==> src/rtl/id_ex_stage_pkg.sv <==
`default_nettype none
// ============================================================================
// Module      : id_ex_stage_pkg
// Description : Shared ALU operation encodings and forwarding helper for the
//               ID/EX pipeline stage.
// Revision    : 1.0 - initial release
// ============================================================================
package id_ex_stage_pkg;

    localparam int c_alu_sel_width = 4;

    localparam logic [c_alu_sel_width-1:0] c_add_op = 4'd0;
    localparam logic [c_alu_sel_width-1:0] c_sub_op = 4'd1;
    localparam logic [c_alu_sel_width-1:0] c_and_op = 4'd2;
    localparam logic [c_alu_sel_width-1:0] c_or_op  = 4'd3;
    localparam logic [c_alu_sel_width-1:0] c_xor_op = 4'd4;
    localparam logic [c_alu_sel_width-1:0] c_nor_op = 4'd5;
    localparam logic [c_alu_sel_width-1:0] c_slt_op = 4'd6;
    localparam logic [c_alu_sel_width-1:0] c_sl_op  = 4'd7;
    localparam logic [c_alu_sel_width-1:0] c_srl_op = 4'd8;
    localparam logic [c_alu_sel_width-1:0] c_sra_op = 4'd9;
    localparam logic [c_alu_sel_width-1:0] c_lui_op = 4'd10;

    // r0 is hardwired to zero, so a pending write to it must never be bypassed.
    function automatic logic fwd_hit(input logic       reg_write,
                                     input logic [4:0] rd,
                                     input logic [4:0] addr);
        return reg_write && (rd == addr) && (rd != 5'd0);
    endfunction

endpackage
`default_nettype wire

==> src/rtl/fwd_mux.sv <==
`default_nettype none
// ============================================================================
// Module      : fwd_mux
// Description : Operand bypass selector; EX/MEM result beats MEM/WB result,
//               which beats the value read from the register file.
// Revision    : 1.0 - initial release
// ============================================================================
module fwd_mux
    import id_ex_stage_pkg::*;
(
    input  logic [4:0]  addr,
    input  logic [31:0] reg_data,
    input  logic        exmem_reg_write,
    input  logic [4:0]  exmem_rd,
    input  logic [31:0] exmem_result,
    input  logic        memwb_reg_write,
    input  logic [4:0]  memwb_rd,
    input  logic [31:0] memwb_result,
    output logic [31:0] data
);

    always_comb begin
        data = reg_data;
        if (fwd_hit(exmem_reg_write, exmem_rd, addr)) begin
            data = exmem_result;
        end else if (fwd_hit(memwb_reg_write, memwb_rd, addr)) begin
            data = memwb_result;
        end
    end

endmodule
`default_nettype wire

==> src/rtl/id_ex_stage.sv <==
`default_nettype none
// ============================================================================
// Module      : id_ex_stage
// Description : ID/EX pipeline register with operand forwarding, ALU operand
//               selection and load-use hazard detection.
// Revision    : 1.0 - initial release
// ============================================================================
module id_ex_stage
    import id_ex_stage_pkg::*;
#(
    parameter int ALU_SELECTION_WIDTH = c_alu_sel_width
) (
    input  logic                           clk,
    input  logic                           rst,
    input  logic                           stall,
    input  logic                           flush,
    input  logic                           id_valid,
    input  logic [4:0]                     id_rs_addr,
    input  logic [4:0]                     id_rt_addr,
    input  logic [4:0]                     id_rd_addr,
    input  logic [31:0]                    id_rs_data,
    input  logic [31:0]                    id_rt_data,
    input  logic [31:0]                    id_imm,
    input  logic [4:0]                     id_shamt,
    input  logic [ALU_SELECTION_WIDTH-1:0] id_alu_s,
    input  logic                           id_src_imm,
    input  logic                           id_src_shamt,
    input  logic                           id_reg_write,
    input  logic                           id_mem_read,
    input  logic                           id_mem_write,
    input  logic                           exmem_reg_write,
    input  logic [4:0]                     exmem_rd,
    input  logic [31:0]                    exmem_result,
    input  logic                           memwb_reg_write,
    input  logic [4:0]                     memwb_rd,
    input  logic [31:0]                    memwb_result,
    output logic [31:0]                    alu_a,
    output logic [31:0]                    alu_b,
    output logic [ALU_SELECTION_WIDTH-1:0] alu_s,
    output logic                           ex_valid,
    output logic                           ex_reg_write,
    output logic                           ex_mem_read,
    output logic                           ex_mem_write,
    output logic [4:0]                     ex_rd,
    output logic [31:0]                    ex_store_data,
    output logic                           load_use_hazard
);

    localparam logic [ALU_SELECTION_WIDTH-1:0] c_bubble_op = ALU_SELECTION_WIDTH'(c_add_op);

    logic                           r_valid;
    logic                           r_reg_write;
    logic                           r_mem_read;
    logic                           r_mem_write;
    logic                           r_src_imm;
    logic                           r_src_shamt;
    logic [4:0]                     r_rd;
    logic [4:0]                     r_rs_addr;
    logic [4:0]                     r_rt_addr;
    logic [4:0]                     r_shamt;
    logic [31:0]                    r_rs_data;
    logic [31:0]                    r_rt_data;
    logic [31:0]                    r_imm;
    logic [ALU_SELECTION_WIDTH-1:0] r_alu_s;

    logic [31:0] w_fwd_rs;
    logic [31:0] w_fwd_rt;
    logic        w_load_bubble;

    // Flush beats stall; an invalid ID slot only turns into a bubble when it is
    // actually being captured.
    assign w_load_bubble = flush || (!stall && !id_valid);

    // Bubbles also clear addresses and data so an empty slot can never match
    // a bypass path or look like a pending load.
    always_ff @(posedge clk or negedge rst) begin
        if (!rst) begin
            r_valid     <= 1'b0;
            r_reg_write <= 1'b0;
            r_mem_read  <= 1'b0;
            r_mem_write <= 1'b0;
            r_src_imm   <= 1'b0;
            r_src_shamt <= 1'b0;
            r_rd        <= 5'd0;
            r_rs_addr   <= 5'd0;
            r_rt_addr   <= 5'd0;
            r_shamt     <= 5'd0;
            r_rs_data   <= 32'd0;
            r_rt_data   <= 32'd0;
            r_imm       <= 32'd0;
            r_alu_s     <= c_bubble_op;
        end else if (w_load_bubble) begin
            r_valid     <= 1'b0;
            r_reg_write <= 1'b0;
            r_mem_read  <= 1'b0;
            r_mem_write <= 1'b0;
            r_src_imm   <= 1'b0;
            r_src_shamt <= 1'b0;
            r_rd        <= 5'd0;
            r_rs_addr   <= 5'd0;
            r_rt_addr   <= 5'd0;
            r_shamt     <= 5'd0;
            r_rs_data   <= 32'd0;
            r_rt_data   <= 32'd0;
            r_imm       <= 32'd0;
            r_alu_s     <= c_bubble_op;
        end else if (!stall) begin
            r_valid     <= 1'b1;
            r_reg_write <= id_reg_write;
            r_mem_read  <= id_mem_read;
            r_mem_write <= id_mem_write;
            r_src_imm   <= id_src_imm;
            r_src_shamt <= id_src_shamt;
            r_rd        <= id_rd_addr;
            r_rs_addr   <= id_rs_addr;
            r_rt_addr   <= id_rt_addr;
            r_shamt     <= id_shamt;
            r_rs_data   <= id_rs_data;
            r_rt_data   <= id_rt_data;
            r_imm       <= id_imm;
            r_alu_s     <= id_alu_s;
        end
    end

    fwd_mux u_fwd_rs (
        .addr            (r_rs_addr),
        .reg_data        (r_rs_data),
        .exmem_reg_write (exmem_reg_write),
        .exmem_rd        (exmem_rd),
        .exmem_result    (exmem_result),
        .memwb_reg_write (memwb_reg_write),
        .memwb_rd        (memwb_rd),
        .memwb_result    (memwb_result),
        .data            (w_fwd_rs)
    );

    fwd_mux u_fwd_rt (
        .addr            (r_rt_addr),
        .reg_data        (r_rt_data),
        .exmem_reg_write (exmem_reg_write),
        .exmem_rd        (exmem_rd),
        .exmem_result    (exmem_result),
        .memwb_reg_write (memwb_reg_write),
        .memwb_rd        (memwb_rd),
        .memwb_result    (memwb_result),
        .data            (w_fwd_rt)
    );

    // Immediate shifts take the amount from shamt and shift rt; variable
    // shifts fall through to the rs/rt path with rs carrying the amount.
    always_comb begin
        alu_a = w_fwd_rs;
        alu_b = w_fwd_rt;
        if (r_src_shamt) begin
            alu_a = {27'd0, r_shamt};
            alu_b = w_fwd_rt;
        end else if (r_src_imm) begin
            alu_a = w_fwd_rs;
            alu_b = r_imm;
        end
    end

    assign alu_s         = r_alu_s;
    assign ex_valid      = r_valid;
    assign ex_reg_write  = r_reg_write;
    assign ex_mem_read   = r_mem_read;
    assign ex_mem_write  = r_mem_write;
    assign ex_rd         = r_rd;
    assign ex_store_data = w_fwd_rt;

    assign load_use_hazard = r_valid && r_mem_read && (r_rd != 5'd0) &&
                             ((r_rd == id_rs_addr) ||
                              ((r_rd == id_rt_addr) && !id_src_imm));

endmodule
`default_nettype wire

==> config.mk <==
export PLATFORM = sky130hd
export DESIGN_NAME = id_ex_stage
export DESIGN_NICKNAME = d
export VERILOG_FILES = /design/src/rtl/id_ex_stage_pkg.sv /design/src/rtl/fwd_mux.sv /design/src/rtl/id_ex_stage.sv
export SDC_FILE = /design/constraint.sdc
export NUM_CORES = 1
export LEC_CHECK = 0
export BUFFER_PORTS_ARGS = -buffer_cell sky130_fd_sc_hd__buf_2
export CAP_MARGIN = 25
export CELL_PAD_IN_SITES_DETAIL_PLACEMENT = 1
export CELL_PAD_IN_SITES_GLOBAL_PLACEMENT = 2
export CORE_ASPECT_RATIO = 0.8
export CORE_MARGIN = 4
export CORE_UTILIZATION = 25
export CTS_CLUSTER_SIZE = 8
export DETAILED_ROUTE_END_ITERATION = 6
export PLACE_DENSITY = 0.77
export SETUP_SLACK_MARGIN = 0.5
export SYNTH_ARGS = -nofsm -noshare
export SYNTH_HDL_FRONTEND = slang
export SYNTH_SLANG_ARGS = --single-unit
export TNS_END_PERCENT = 5
==> constraint.sdc <==
create_clock -name clk -period 2 [get_ports clk]
set_input_delay 0.2 -clock clk [delete_from_list [all_inputs] [get_ports clk]]
set_output_delay 0.2 -clock clk [all_outputs]
set_load 0.1 [all_outputs]
==> Yosys cells after proc, flatten, opt, wreduce, memory -nomap -nowiden <==
Index checks and enable logic that the tools add are counted.
{ "op_classes": {"eq_ne": 7, "n_reduce_logical": 21, "n_mux": 35} }
{ "ops": {"columns": ["operator", "n"], "rows": [
  ["32-bit two-way mux", 13],
  ["5-bit two-way mux", 8],
  ["5-bit equality test", 6],
  ["5-bit nonzero test", 3],
  ["1-bit logical AND", 13],
  ["1-bit two-way mux", 12],
  ["4-bit two-way mux", 2],
  ["1-bit zero test", 3],
  ["1-bit logical OR", 2],
  ["2-bit by 1-bit inequality test with 1-bit output (second input constant)", 1]
]} }
{ "totals": {"elab_cells": 77, "input_bits": 206, "ff_bits": 126} }

==> Logic depth before layout (Yosys ltp) <==
{ "depth": {"depth_word": 7, "depth_mapped": 8, "ltp_nobuf": 5} }

==> By module <==
From an unflattened synthesis, not the netlist that was laid out.
{ "hier_totals": {"hier_cells": 732, "hier_area_um2": 8379.3} }
{ "by_module_without_submodules": {"columns": ["module", "n_inst", "seq_area_each_um2", "cells_each", "area_per_inst_um2"], "rows": [
  ["id_ex_stage", 1, 3153.0, 372, 5268.8],
  ["fwd_mux", 2, 0.0, 180, 1555.2]
]} }

==> Worst setup path before layout <==
No wires, ideal clock.
{ "synth_path": {"path_kind": "reg2out", "startpoint": "register r_rs_addr[1]", "endpoint": "output port alu_a[11]", "required_ps": 1800, "arrival_time_ps": 3881, "slack_ps": -2081, "path_stages_with_launch": 8, "path_cell_list": "dfrtp_1 -> xor2_1 -> a211oi_1 -> and2_1 -> buf_2 -> buf_2 -> nand2_1 -> a311oi_1"} }
{ "synth_between": {"elab_chain_len": 6, "word_cells_on_any_way": 9, "cone_classes": "eq/ne: 2; mux: 3; reduce/logical: 4"} }
{ "synth_rtl": {"columns": ["element", "line_no", "text"], "rows": [
  ["from (decl)", "id_ex_stage.sv:58", "logic [4:0] r_rs_addr;"],
  ["from (signal assigned)", "id_ex_stage.sv:115", "r_rs_addr <= id_rs_addr;"],
  ["5-bit equality test", "id_ex_stage_pkg.sv:28", "return reg_write && (rd == addr) && (rd != 5'd0);"],
  ["1-bit logical AND (2 in a row)", "id_ex_stage_pkg.sv:28", null],
  ["32-bit two-way mux", "fwd_mux.sv:26", "end else if (fwd_hit(memwb_reg_write, memwb_rd, addr)) begin"],
  ["32-bit two-way mux (*)", "fwd_mux.sv:24", "if (fwd_hit(exmem_reg_write, exmem_rd, addr)) begin"],
  ["32-bit two-way mux (*)", "id_ex_stage.sv:154", "if (r_src_shamt) begin"],
  ["to (decl)", "id_ex_stage.sv:37", "output logic [31:0] alu_a,"]
]} }
Every way passes the cells marked *; elsewhere a longest branch is shown, timed or not.

==> Final worst setup path <==
{ "layout_path": {"startpoint": "register r_rt_addr[3]", "endpoint": "output port alu_b[14]"} }
{ "layout_between": {"elab_chain_len": 7, "word_cells_on_any_way": 10, "cone_classes": "eq/ne: 2; mux: 4; reduce/logical: 4"} }
{ "layout_rtl": {"columns": ["element", "line_no", "text"], "rows": [
  ["from (decl)", "id_ex_stage.sv:59", "logic [4:0] r_rt_addr;"],
  ["from (signal assigned)", "id_ex_stage.sv:116", "r_rt_addr <= id_rt_addr;"],
  ["5-bit equality test", "id_ex_stage_pkg.sv:28", null],
  ["1-bit logical AND (2 in a row)", "id_ex_stage_pkg.sv:28", null],
  ["32-bit two-way mux", "fwd_mux.sv:26", null],
  ["32-bit two-way mux (*)", "fwd_mux.sv:24", null],
  ["32-bit two-way mux", "id_ex_stage.sv:157", "end else if (r_src_imm) begin"],
  ["32-bit two-way mux (*)", "id_ex_stage.sv:154", null],
  ["to (decl)", "id_ex_stage.sv:38", "output logic [31:0] alu_b,"]
]} }
Marked as above.

==> impl_metrics.csv <==
group,metric,value,unit
placed_design,gp_congestion,0.827,
timing,finalMaxSlewViolations,0,
synthesis,ys_top_cells_by_area,"dfrtp_1, a22o_1, a211oi_2",
finish,area_delta_synth_final,99.4,%
status,status,"finished, violations left",
route,detail-route-antenna-nets,0,
setup_path,cp_cell_sequence,"xnor2_1 -> nand3_2 -> or4_4 -> and2_4 -> buf_12 -> a211oi_4 -> buf_12",
pwr,p_leak,6.19,nW
pwr,swShare,36.4,%
route,routed_wl,34600,µm
finish,final-seq-area,3160,µm²
pwr,p_int,5.73,mW
floorplanning,die_x,195,µm
timing,final-setup-viol-count,97,
timing,hold_ws,0.0180,ns
timing,slew_headroom,60.7,%
run,maxCapViolations,0,
clocking,htree_levels,4,
grt,grt_pass1_wl,52500,µm
clocking,numCtsBuffers,17,
synthesis,ys_ff_latch,126,
timing,min_period,2.86,ns
timing,finalCritPeriodShare,143,%
placed_design,detailed_place.area,12000,µm²
placed_design,dpl.hpwl,24700,µm
pwr,ir_drop,561,µV
pwr,pwr-share-seq,30.2,%
finish,layout-drive-gt1-share,50.6,%
clocking,numClockSinks,126,
route,post-route-drc-count,0,
setup_path,critPathMostFrequentCell,"buf_12",
finish,final_area,13900,µm²
grt,grt_pass1_vias,8749,
route,drtIter0Drc,301,
synthesis,async_reset_ff_share,100,%
synthesis,synth_edf_count,0,
synthesis,synth_top_area_share,45.1,%
synthesis,synth_cell_types,36,
route,vias,7776,
route,dr.pass1.iters,4,
clocking,cts_buffer_depth,2,
clocking,clk_pin_slew,0.06,ns
synthesis,yosys_warnings,0,
synthesis,synth_top_flop_cell,"dfrtp_1",
setup_path,setup.worst_path.class,"flip-flop to output pin",
synthesis,syn_avg_cell_area,9.87,µm²
finish,fillCellCount,2901,
timing,fin_ws,-0.863,ns
clocking,post_cts_buffers,0,
pwr,switchingPower,3.29,mW
finish,fin_nets,1364,
min_path,hold_class,"input pin to flip-flop",
grt,grt-ovfl-total,0,
floorplanning,core,27400,µm²
placed_design,numPortBuffers,315,
floorplanning,rows,54,
setup_path,slowest_delay,0.50,ns
finish,final_cells,1537,
synthesis,synth.most_common_cell,"dfrtp_1",
timing,worstMarginPinSlew,0.590,ns
finish,multi_input_area,4780,µm²
floorplanning,num_io_pins,316,
setup_path,worstSetupStartpointType,"flip-flop",
clocking,cts_tree,"yes",
pwr,clockPowerShare,34.8,%
placed_design,pre_cts_slack,-0.481,ns
grt,grt_max_degree,76,
synthesis,synth_top_area_cell,"dfrtp_1",
floorplanning,die_area,30700,µm²
pwr,power.density,647,nW/µm²
timing,fmax,349,MHz
synthesis,syn_nets,914,
setup_path,crit_slowest_cell,"or4_4",
clocking,clk_latency,0.42,ns
clocking,ctsRootBufferMaster,"clkbuf_16",
timing,clock_skew,0,ns
timing,rsz0062_at_grt,"yes",
synthesis,netlist_area,6990,µm²
placed_design,place_inst,1403,
floorplanning,start_util,25.5,%
route,vias_per_cell,5.06,
synthesis,ys_seq_area_share,45.1,%
setup_path,crit_arrival,2.66,ns
synthesis,ys_top_cells_by_count,"dfrtp_1, a22o_1, nor2_1",
grt,antenna_found_initial,4,
setup_path,crit_fanout,19,
pwr,comb_power_share,35.0,%
timing,finalHoldViolations,0,
route,wl_per_cell,22.5,µm
setup_path,endpoint_kind,"output pin",
grt,track_usage,22.0,%
status,violations,"setup timing",
floorplanning,die_y,158,µm
setup_path,worstPathRequired,1.80,ns
synthesis,synth_cells,708,
-- layer usage --
layer	global-route usage, %	vias to the layer above	routed length (µm)
li1	-	3521	-
met1	27.0	3951	14500
met2	38.8	268	17400
met3	5.91	30	2180
met4	5.52	6	467
met5	0	-	34
-- placed cells by master (no fill, tap or decap), types with 3 or more instances in the layout --
master	instances
buf_2	210
a22o_1	125
dfrtp_1	122
buf_12	115
dlygate4sd3_1	100
nor2_1	94
buf_4	73
nand2_1	55
a211oi_4	37
a21oi_2	28
a311oi_4	27
nor3_1	25
mux2i_2	17
clkbuf_16	17
xor2_1	14
mux2i_1	14
xnor2_1	11
nor3_2	11
and3_1	5
o31ai_4	5
clkinv_4	5
a21oi_4	4
clkinvlp_4	4
nor2_2	3
xnor2_2	3
nand2_2	3
dfrtp_2	3
-- worst paths after layout --
kind / startpoint / endpoint / slack [ns] / cells after the start
min reg2reg: r_rs_data[13] / r_rs_data[13] / 0.51 / 1
max in group asynchronous: rst / ex_rd[4] / 1.05 / 3
min in group asynchronous: rst / r_imm[8] / 0.27 / 2
min: id_rt_data[9] / r_rt_data[9] / 0.02 / 2
max: r_rt_addr[3] / alu_b[14] / -0.86 / 7
max reg2reg: r_src_shamt / r_src_shamt / 0.77 / 2
-- flip-flops by register name, summed over array words and instances, names as in the netlist, 4 cells and up --
| name | flops |
|---|---|
| r_rt_data | 32 |
| r_rt_addr | 5 |
| r_imm | 32 |
| alu_s | 4 |
| r_shamt | 5 |
| r_rs_data | 32 |
| ex_rd | 5 |
| r_rs_addr | 5 |
-- cell type report --
class | count | area share, %
Clock inverter | 13 | 1.03
Antenna cell | 2 | 0.0359
Sequential cell | 126 | 22.7
Multi-Input combinational cell | 509 | 34.3
Clock buffer | 19 | 3.11
Timing Repair Buffer | 502 | 35.5
Tap cell | 364 | 3.27
Inverter | 2 | 0.0539
-- what timing repair did --
action,CTS,global route
gates resized for setup,51,26
hold buffers,100,0
endpoints found under the setup margin,103,100
pin swaps,31,9
endpoints found under the hold margin,135,0
-- power by group through the flow --
stage / sequential, mW / clock [mW] / combinational [mW]
2_1_floorplan: 2.81 / 0 / 1.65
3_3_place_gp: 2.76 / 0 / 2.91
3_5_place_dp: 2.76 / 0 / 2.94
4_1_cts: 2.72 / 3.22 / 3.14
5_1_grt: 2.73 / 3.33 / 3.27
6_report: 2.72 / 3.14 / 3.15
-- critical path: cells and delay by family, from the launching register on --
family                 cells  cell delay [ns]
AND/OR/NAND/NOR            3             0.80
flip-flops                 1             0.42
buffers and inverters      2             0.38
AO/OA/AOI/OAI              1             0.31
XOR/XNOR                   1             0.26
-- cell families (layout without fill, tap and decap cells) --
group                     Yosys count  in the layout  synth area share, %
AOI/OAI and AO/OA                 233            233                 28.8
and+or+nand+nor                   215            215                 13.1
DFF                               126            126                 45.1
buffers and inverters              73            536                 4.75
muxes                              32             32                 4.58
xor gates and xnor gates           29             29                 3.64
other                               0              2                    0
-- through the flow --
stage	setup TNS (ns)	power [mW]	util, %
floorplan	-61.59	4.47	-
global placement	-34.28	5.67	43.7
detailed placement	-35.50	5.70	43.7
CTS	-69.01	9.08	50.3
global route	-80.54	9.33	50.8
finish	-67.72	9.01	50.8
No activity file was read; power rests on OpenSTA's default activity.
